File: config.mk
export PLATFORM = sky130hd
export DESIGN_NAME = timer_access_ctrl_flat
export DESIGN_NICKNAME = d
export VERILOG_FILES = /design/src/rtl/timer_access_ctrl_pkg.sv /design/src/rtl/timer_access_ctrl_if.sv /design/src/rtl/timer_access_ctrl_rr_arbiter.sv /design/src/rtl/timer_access_ctrl.sv /design/src/flat_wrapper.sv
export SDC_FILE = /design/constraint.sdc
export NUM_CORES = 1
export LEC_CHECK = 0
export ABC_AREA = 1
export CAP_MARGIN = 20
export CORE_ASPECT_RATIO = 1.25
export CORE_MARGIN = 5
export CORE_UTILIZATION = 47
export CTS_BUF_LIST = sky130_fd_sc_hd__clkbuf_4 sky130_fd_sc_hd__clkbuf_8
export CTS_CLUSTER_SIZE = 20
export DETAILED_ROUTE_END_ITERATION = 6
export PLACE_DENSITY = 0.82
export SLEW_MARGIN = 0
export SYNTH_ARGS = -nofsm -noshare
export SYNTH_HDL_FRONTEND = slang
export SYNTH_SLANG_ARGS = --single-unit
File: constraint.sdc
create_clock -name CLK -period 1.6 [get_ports CLK]
set_input_delay 0.32 -clock CLK [delete_from_list [all_inputs] [get_ports CLK]]
set_output_delay 0.32 -clock CLK [all_outputs]
set_load 0.03 [all_outputs]
File: src/rtl/timer_access_ctrl_pkg.sv
// Shared types and constants for the machine-timer access sequencer.
package timer_ctrl_pkg;

    // Command opcode carried on req_op.
    typedef enum logic {
        SET_CMP = 1'b0,
        SET_EN  = 1'b1
    } op_e;

    // Sequencer states; each WR_* state spans one strobe phase.
    typedef enum logic [2:0] {
        IDLE  = 3'd0,
        WR_L1 = 3'd1,
        WR_H  = 3'd2,
        WR_L2 = 3'd3,
        WR_EN = 3'd4,
        DONE  = 3'd5
    } state_e;

    // Low word parked at all-ones while the high word changes, so the
    // 64-bit compare value can never drop below its old or new value.
    localparam logic [31:0] CMP_SAFE_L = 32'hFFFF_FFFF;
    localparam logic [31:0] CMP_SAFE_H = 32'hFFFF_FFFF;

    // Width of an index into n requesters (at least one bit).
    function automatic int idx_width(input int n);
        return (n > 1) ? $clog2(n) : 1;
    endfunction

endpackage

File: src/rtl/timer_access_ctrl_if.sv
// Requester command bus plus the strobe/data bus toward the timer.
interface timer_access_ctrl_if #(
    parameter int NUM_REQ = 2
);
    logic [NUM_REQ-1:0]    req_valid;
    logic [NUM_REQ-1:0]    req_op;
    logic [NUM_REQ*64-1:0] req_data;
    logic [NUM_REQ-1:0]    req_ready;
    logic [NUM_REQ-1:0]    req_done;
    logic                  busy;
    logic                  tmr_en;
    logic                  tmr_wr_en;
    logic                  tmr_wr_cmp_l;
    logic                  tmr_wr_cmp_h;
    logic [31:0]           tmr_cmp_l;
    logic [31:0]           tmr_cmp_h;

    // Requester side: issues commands, observes handshakes and timer writes.
    modport master (
        output req_valid, req_op, req_data,
        input  req_ready, req_done, busy,
        input  tmr_en, tmr_wr_en, tmr_wr_cmp_l, tmr_wr_cmp_h, tmr_cmp_l, tmr_cmp_h
    );

    // Sequencer side.
    modport slave (
        input  req_valid, req_op, req_data,
        output req_ready, req_done, busy,
        output tmr_en, tmr_wr_en, tmr_wr_cmp_l, tmr_wr_cmp_h, tmr_cmp_l, tmr_cmp_h
    );
endinterface

File: src/rtl/timer_access_ctrl_rr_arbiter.sv
// Combinational round-robin arbiter: grants the first requesting bit at or
// after ptr, wrapping around. The pointer register is owned by the parent.
module rr_arbiter
    import timer_ctrl_pkg::*;
#(
    parameter int N     = 2,
    parameter int IDX_W = idx_width(N)
) (
    input  logic [N-1:0]     req,
    input  logic [IDX_W-1:0] ptr,
    output logic [N-1:0]     grant,
    output logic [IDX_W-1:0] grant_idx
);

    logic [IDX_W:0]   pos;
    logic [IDX_W-1:0] cand;
    logic             found;

    // Scan N positions starting at ptr; the first set request wins.
    always_comb begin
        grant     = '0;
        grant_idx = '0;
        found     = 1'b0;
        pos       = '0;
        cand      = '0;
        for (int i = 0; i < N; i++) begin
            pos = {1'b0, ptr} + (IDX_W + 1)'(i);
            if (pos >= (IDX_W + 1)'(N)) begin
                pos = pos - (IDX_W + 1)'(N);
            end
            cand = pos[IDX_W-1:0];
            if (!found && req[cand]) begin
                found       = 1'b1;
                grant[cand] = 1'b1;
                grant_idx   = cand;
            end
        end
    end

endmodule

File: src/rtl/timer_access_ctrl.sv
// Arbitrated command sequencer in front of the machine timer. Grants one
// requester at a time and converts its command into spaced single-cycle
// write strobes. Compare updates use the low/high/low order so the timer's
// comparator never sees a transient value below the old or new compare.
module timer_access_ctrl
    import timer_ctrl_pkg::*;
#(
    parameter int NUM_REQ  = 2,
    parameter int HOLD_CYC = 2
) (
    input  logic                CLK,
    input  logic                RST_N,
    timer_access_ctrl_if.slave  bus
);

    localparam int               IDX_W    = idx_width(NUM_REQ);
    localparam int               CNT_W    = $clog2(1 + HOLD_CYC);
    localparam logic [CNT_W-1:0] CNT_LAST = CNT_W'(HOLD_CYC);
    localparam logic [IDX_W-1:0] IDX_LAST = IDX_W'(NUM_REQ - 1);

    state_e               state;
    logic [IDX_W-1:0]     ptr;
    logic [CNT_W-1:0]     phase_cnt;
    logic [NUM_REQ-1:0]   gnt_oh;
    logic [63:0]          cmd_data;

    logic [NUM_REQ-1:0]   req_ready_r;
    logic [NUM_REQ-1:0]   req_done_r;
    logic                 busy_r;
    logic                 tmr_en_r;
    logic                 wr_en_r;
    logic                 wr_cmp_l_r;
    logic                 wr_cmp_h_r;
    logic [31:0]          cmp_l_r;
    logic [31:0]          cmp_h_r;

    logic [NUM_REQ-1:0]   arb_grant;
    logic [IDX_W-1:0]     arb_idx;
    logic                 in_phase;
    logic                 phase_first;
    logic                 phase_last;

    rr_arbiter #(
        .N     (NUM_REQ),
        .IDX_W (IDX_W)
    ) u_arb (
        .req       (bus.req_valid),
        .ptr       (ptr),
        .grant     (arb_grant),
        .grant_idx (arb_idx)
    );

    assign in_phase    = state inside {WR_L1, WR_H, WR_L2, WR_EN};
    assign phase_first = (phase_cnt == '0);
    assign phase_last  = (phase_cnt == CNT_LAST);

    // Sequencer FSM with all outputs registered. The state names the phase
    // whose outputs are produced at the next edge, so the first strobe lands
    // one cycle after the req_ready pulse.
    always_ff @(posedge CLK or negedge RST_N) begin
        if (!RST_N) begin
            state       <= IDLE;
            ptr         <= '0;
            phase_cnt   <= '0;
            gnt_oh      <= '0;
            cmd_data    <= '0;
            req_ready_r <= '0;
            req_done_r  <= '0;
            busy_r      <= 1'b0;
            tmr_en_r    <= 1'b0;
            wr_en_r     <= 1'b0;
            wr_cmp_l_r  <= 1'b0;
            wr_cmp_h_r  <= 1'b0;
            cmp_l_r     <= CMP_SAFE_L;
            cmp_h_r     <= CMP_SAFE_H;
        end else begin
            // Pulses default low; the state below raises the one it needs.
            req_ready_r <= '0;
            req_done_r  <= '0;
            wr_en_r     <= 1'b0;
            wr_cmp_l_r  <= 1'b0;
            wr_cmp_h_r  <= 1'b0;

            // Phase counter: strobe on count 0, then HOLD_CYC quiet cycles.
            if (in_phase) begin
                phase_cnt <= phase_last ? '0 : phase_cnt + 1'b1;
            end

            case (state)
                IDLE: begin
                    if (|bus.req_valid) begin
                        req_ready_r <= arb_grant;
                        gnt_oh      <= arb_grant;
                        cmd_data    <= bus.req_data[arb_idx*64 +: 64];
                        ptr         <= (arb_idx == IDX_LAST) ? '0 : arb_idx + 1'b1;
                        busy_r      <= 1'b1;
                        phase_cnt   <= '0;
                        state       <= (op_e'(bus.req_op[arb_idx]) == SET_EN) ? WR_EN : WR_L1;
                    end else begin
                        busy_r <= 1'b0;
                    end
                end
                WR_L1: begin
                    if (phase_first) begin
                        wr_cmp_l_r <= 1'b1;
                        cmp_l_r    <= CMP_SAFE_L;
                    end
                    if (phase_last) begin
                        state <= WR_H;
                    end
                end
                WR_H: begin
                    if (phase_first) begin
                        wr_cmp_h_r <= 1'b1;
                        cmp_h_r    <= cmd_data[63:32];
                    end
                    if (phase_last) begin
                        state <= WR_L2;
                    end
                end
                WR_L2: begin
                    if (phase_first) begin
                        wr_cmp_l_r <= 1'b1;
                        cmp_l_r    <= cmd_data[31:0];
                    end
                    if (phase_last) begin
                        state <= DONE;
                    end
                end
                WR_EN: begin
                    if (phase_first) begin
                        wr_en_r  <= 1'b1;
                        tmr_en_r <= cmd_data[0];
                    end
                    if (phase_last) begin
                        state <= DONE;
                    end
                end
                DONE: begin
                    // busy stays high through the done pulse; IDLE drops it.
                    req_done_r <= gnt_oh;
                    state      <= IDLE;
                end
                default: begin
                    state <= IDLE;
                end
            endcase
        end
    end

    assign bus.req_ready    = req_ready_r;
    assign bus.req_done     = req_done_r;
    assign bus.busy         = busy_r;
    assign bus.tmr_en       = tmr_en_r;
    assign bus.tmr_wr_en    = wr_en_r;
    assign bus.tmr_wr_cmp_l = wr_cmp_l_r;
    assign bus.tmr_wr_cmp_h = wr_cmp_h_r;
    assign bus.tmr_cmp_l    = cmp_l_r;
    assign bus.tmr_cmp_h    = cmp_h_r;

endmodule

File: src/flat_wrapper.sv
// flat-port wrapper written by rule: the top's interface ports become plain ports
module timer_access_ctrl_flat import timer_ctrl_pkg::*;
#(
    parameter int NUM_REQ  = 2,
    parameter int HOLD_CYC = 2
)
  (CLK, RST_N, bus_req_valid, bus_req_op, bus_req_data, bus_req_ready, bus_req_done, bus_busy, bus_tmr_en, bus_tmr_wr_en, bus_tmr_wr_cmp_l, bus_tmr_wr_cmp_h, bus_tmr_cmp_l, bus_tmr_cmp_h);
  timer_access_ctrl_if #(.NUM_REQ(NUM_REQ)) bus_i ();
  input  logic CLK;
  input  logic RST_N;
  input wire logic [$bits(bus_i.req_valid)-1:0] bus_req_valid;
  input wire logic [$bits(bus_i.req_op)-1:0] bus_req_op;
  input wire logic [$bits(bus_i.req_data)-1:0] bus_req_data;
  output wire logic [$bits(bus_i.req_ready)-1:0] bus_req_ready;
  output wire logic [$bits(bus_i.req_done)-1:0] bus_req_done;
  output wire logic [$bits(bus_i.busy)-1:0] bus_busy;
  output wire logic [$bits(bus_i.tmr_en)-1:0] bus_tmr_en;
  output wire logic [$bits(bus_i.tmr_wr_en)-1:0] bus_tmr_wr_en;
  output wire logic [$bits(bus_i.tmr_wr_cmp_l)-1:0] bus_tmr_wr_cmp_l;
  output wire logic [$bits(bus_i.tmr_wr_cmp_h)-1:0] bus_tmr_wr_cmp_h;
  output wire logic [$bits(bus_i.tmr_cmp_l)-1:0] bus_tmr_cmp_l;
  output wire logic [$bits(bus_i.tmr_cmp_h)-1:0] bus_tmr_cmp_h;
  assign bus_i.req_valid = bus_req_valid;
  assign bus_i.req_op = bus_req_op;
  assign bus_i.req_data = bus_req_data;
  assign bus_req_ready = bus_i.req_ready;
  assign bus_req_done = bus_i.req_done;
  assign bus_busy = bus_i.busy;
  assign bus_tmr_en = bus_i.tmr_en;
  assign bus_tmr_wr_en = bus_i.tmr_wr_en;
  assign bus_tmr_wr_cmp_l = bus_i.tmr_wr_cmp_l;
  assign bus_tmr_wr_cmp_h = bus_i.tmr_wr_cmp_h;
  assign bus_tmr_cmp_l = bus_i.tmr_cmp_l;
  assign bus_tmr_cmp_h = bus_i.tmr_cmp_h;
  timer_access_ctrl #(.NUM_REQ(NUM_REQ), .HOLD_CYC(HOLD_CYC)) u_core (.CLK(CLK), .RST_N(RST_N), .bus(bus_i));
endmodule
==> results of run 1 <==
==> flip-flops by register name (all words and copies together), names as in the netlist, 2 cells and up <==
| name | flops |
|---|---|
| u_core.phase_cnt | 2 |
| u_core.gnt_oh | 2 |
| u_core.bus.tmr_cmp_l | 32 |
| u_core.state | 3 |
| u_core.bus.tmr_cmp_h | 32 |
| u_core.bus.req_done | 2 |
| u_core.bus.req_ready | 2 |
| u_core.cmd_data | 64 |
==> area by class of cell <==
type / instances / area share
Tap cell: 168 / 0.0234
Inverter: 16 / 0.00698
Clock inverter: 9 / 0.0198
Sequential cell: 145 / 0.414
Timing Repair Buffer: 231 / 0.263
Clock buffer: 23 / 0.0332
Multi-Input combinational cell: 514 / 0.240
==> path summary, 6_finish.rpt <==
path,slack (ns),cells past startpoint,start,endpoint
min in group CLK,0.44,3,bus_req_data[34],u_core.cmd_data[34]
max reg2reg,0.06,9,u_core.state[0],u_core.cmd_data[28]
min reg2reg,0.46,2,u_core.bus.tmr_cmp_h[10],u_core.bus.tmr_cmp_h[10]
max,0.06,9,u_core.state[0],u_core.cmd_data[28]
max in group asynchronous,0.66,3,RST_N,u_core.bus.tmr_cmp_l[18]
min,0.32,2,RST_N,u_core.cmd_data[54]
==> synthesized netlist by cell type <==
cell      count
inv_2         3
nand2_2       1
nor2_2        3
o21bai_1      2
nand2_1     353
buf_4         5
clkbuf_1     16
nand3_1      71
nor2_4        1
a21oi_1       3
dfrtp_1      81
dfstp_2      64
buf_2        12
buf_6         4
o21ai_0      35
nor2_1       44
inv_1        13
nor3_1        1
==> where the power goes <==
group	internal (mW)	total (mW)	switching, mW
combinational	3.34	8.48	5.14
clock	2.04	3.36	1.33
sequential	5.99	7.06	1.06
total	11.4	18.9	7.53
==> kinds of logic (layout without fill, tap and decap cells) <==
| family | Yosys count | after routing |
|---|---|---|
| simple gates | 474 | 474 |
| flops | 145 | 145 |
| buf+inv | 53 | 279 |
| compound gates | 40 | 40 |
==> routing by layer <==
layer	wire length, um	part of all wire	track usage	up-vias
met1	7000	0.40	0.268	2609
met5	0	0	0	-
li1	-	-	-	2650
met4	626	0.036	0.103	0
met2	9190	0.52	0.404	171
met3	747	0.043	0.0509	43
==> critical path, stage by stage, from the launching register on <==
cell and delay, ns:
dfrtp_1 0.42, nor2_2 0.16, nand2_2 0.11, nor2_4 0.10
inv_2 0.07, nor2_4 0.15, buf_12 0.15, buf_12 0.16
nand2_1 0.08, nand3_2 0.06
==> repair_timing <==
action,CTS,global route
hold buffers,1,0
setup endpoints to repair,58,111
pin swaps,2,3
gates resized for setup,235,32
cloned,1,1
buffers inserted,3,3
hold endpoints to repair,20,0
==> per-stage QoR <==
stage | setup WS, ns | TNS (ns) | power (mW) | area (um^2)
5_1_grt | -0.0392 | -0.565 | 20.1 | 8970
4_1_cts | -0.0240 | -0.0416 | 18.9 | 8910
6_report | 0.0633 | 0 | 18.9 | 8970
3_5_place_dp | -0.198 | -10.05 | 15.8 | 8550
2_1_floorplan | 0.223 | 0 | 11.9 | 6060
3_3_place_gp | -0.116 | -6.18 | 15.5 | 8550
==> impl_metrics.tcl, run 1 <==
set metrics [dict create \
    setup_viol 0 \
    slew_violations 0 \
    rsz0062_at_grt "yes" \
    core_area_um2 12700 \
    rows 46 \
    fill_cells 980 \
    grt_pass1_vias 5570 \
    grt_first_pass_wirelength_um 27700 \
    io_buffers 206 \
    drive_gt1_frac 0.217 \
    cts_inserted_buffers 17 \
    holdCritPathClass "input pin to async pin" \
    antenna_cells 0 \
    grt_max_degree 70 \
    ys_ff_latch 145 \
    cp_max_fo 20 \
    io_pins 207 \
    power.density_nw_per_um2 2110 \
    root_buffer "clkbuf_8" \
    die_w_um 112 \
    report.final.hold_viol_count 0 \
    die_area_um2 15300 \
    synth_adder_area_share 0 \
    synth_top_cell_by_area "dfrtp_1" \
    yosysWarnings 0 \
    fin_util 0.708 \
    hold_slack_ns 0.322 \
    routed-via-count 5473 \
    layout.cells.non_filler 1106 \
    antenna_found_initial 0 \
    crit_required_ns 1.97 \
    drv_cap 0 \
    critPathCaptureType "register" \
    fin_skew_ns 0.0112 \
    syn_nets 846 \
    netlist_area_um2 6060 \
    synth-simple-area-share 0.311 \
    synth_top_family_by_area "simple AND/OR/NAND/NOR gates" \
    clkTransAtPathRegs_ns 0.08 \
    period_minus_slack_ns 1.54 \
    startpoint_type "register" \
    nNetsFinal 1059 \
    die_h_um 137 \
    fmax_mhz 651 \
    start_util 0.479 \
    layout_common_cells "nand2_1, clkdlybuf4s50_1, dfrtp_1" \
    postSynthAreaPerCell_um2 8.52 \
    muxShareOfSynthArea 0 \
    gp_congestion 0.818 \
    place_inst 1065 \
    cts_tree "done" \
    slew_headroom 0.749 \
    track_usage 0.229 \
    cp.arrival_ns 1.90 \
    synth_compound_area_frac 0.0338 \
    grt_overflow 0 \
    multi_input_area_um2 2150 \
    status "complete, no violations" \
    synth_xor_area_frac 0 \
    dr.pass1.iters 5 \
    postRouteWirelength_um 17600 \
    ys_seq_area_frac 0.612 \
    finalCritPeriodShare 0.960 \
    critPathKind "register to register" \
    vias_per_cell 4.95 \
    synth_top_area_frac 0.334 \
    clkLatencyLatePin_ns 0.43 \
    yosys-top-cells-area "dfrtp_1, dfstp_2, nand2_1" \
    initialDrtViolationCount 381 \
    ir_drop_mv 1.67 \
    mostFrequentLayoutCell "nand2_1" \
    drc 0 \
    leakage_nw 4.36 \
    regArea_um2 3710 \
    wl_per_cell_um 15.9 \
    htree_levels 4 \
    clockBufferDepth 2 \
    antenna_left 0 \
    syn_inst 712 \
    worst_pin_slew_ns 0.378 \
    cts.sinks 145 \
    synth_cell_types 18 \
    area_growth_pct 47.9 \
    place_hpwl_um 11600 \
]
Power figures use the tool's default switching activity.
==> run 2, diff against run 1 <==
GPL_ROUTABILITY_DRIVEN = 0   (was not set)
HOLD_SLACK_MARGIN = 0.05   (was not set)
==> results of run 2 <==
Final layout, timing and power as in run 1 (identical DEF).
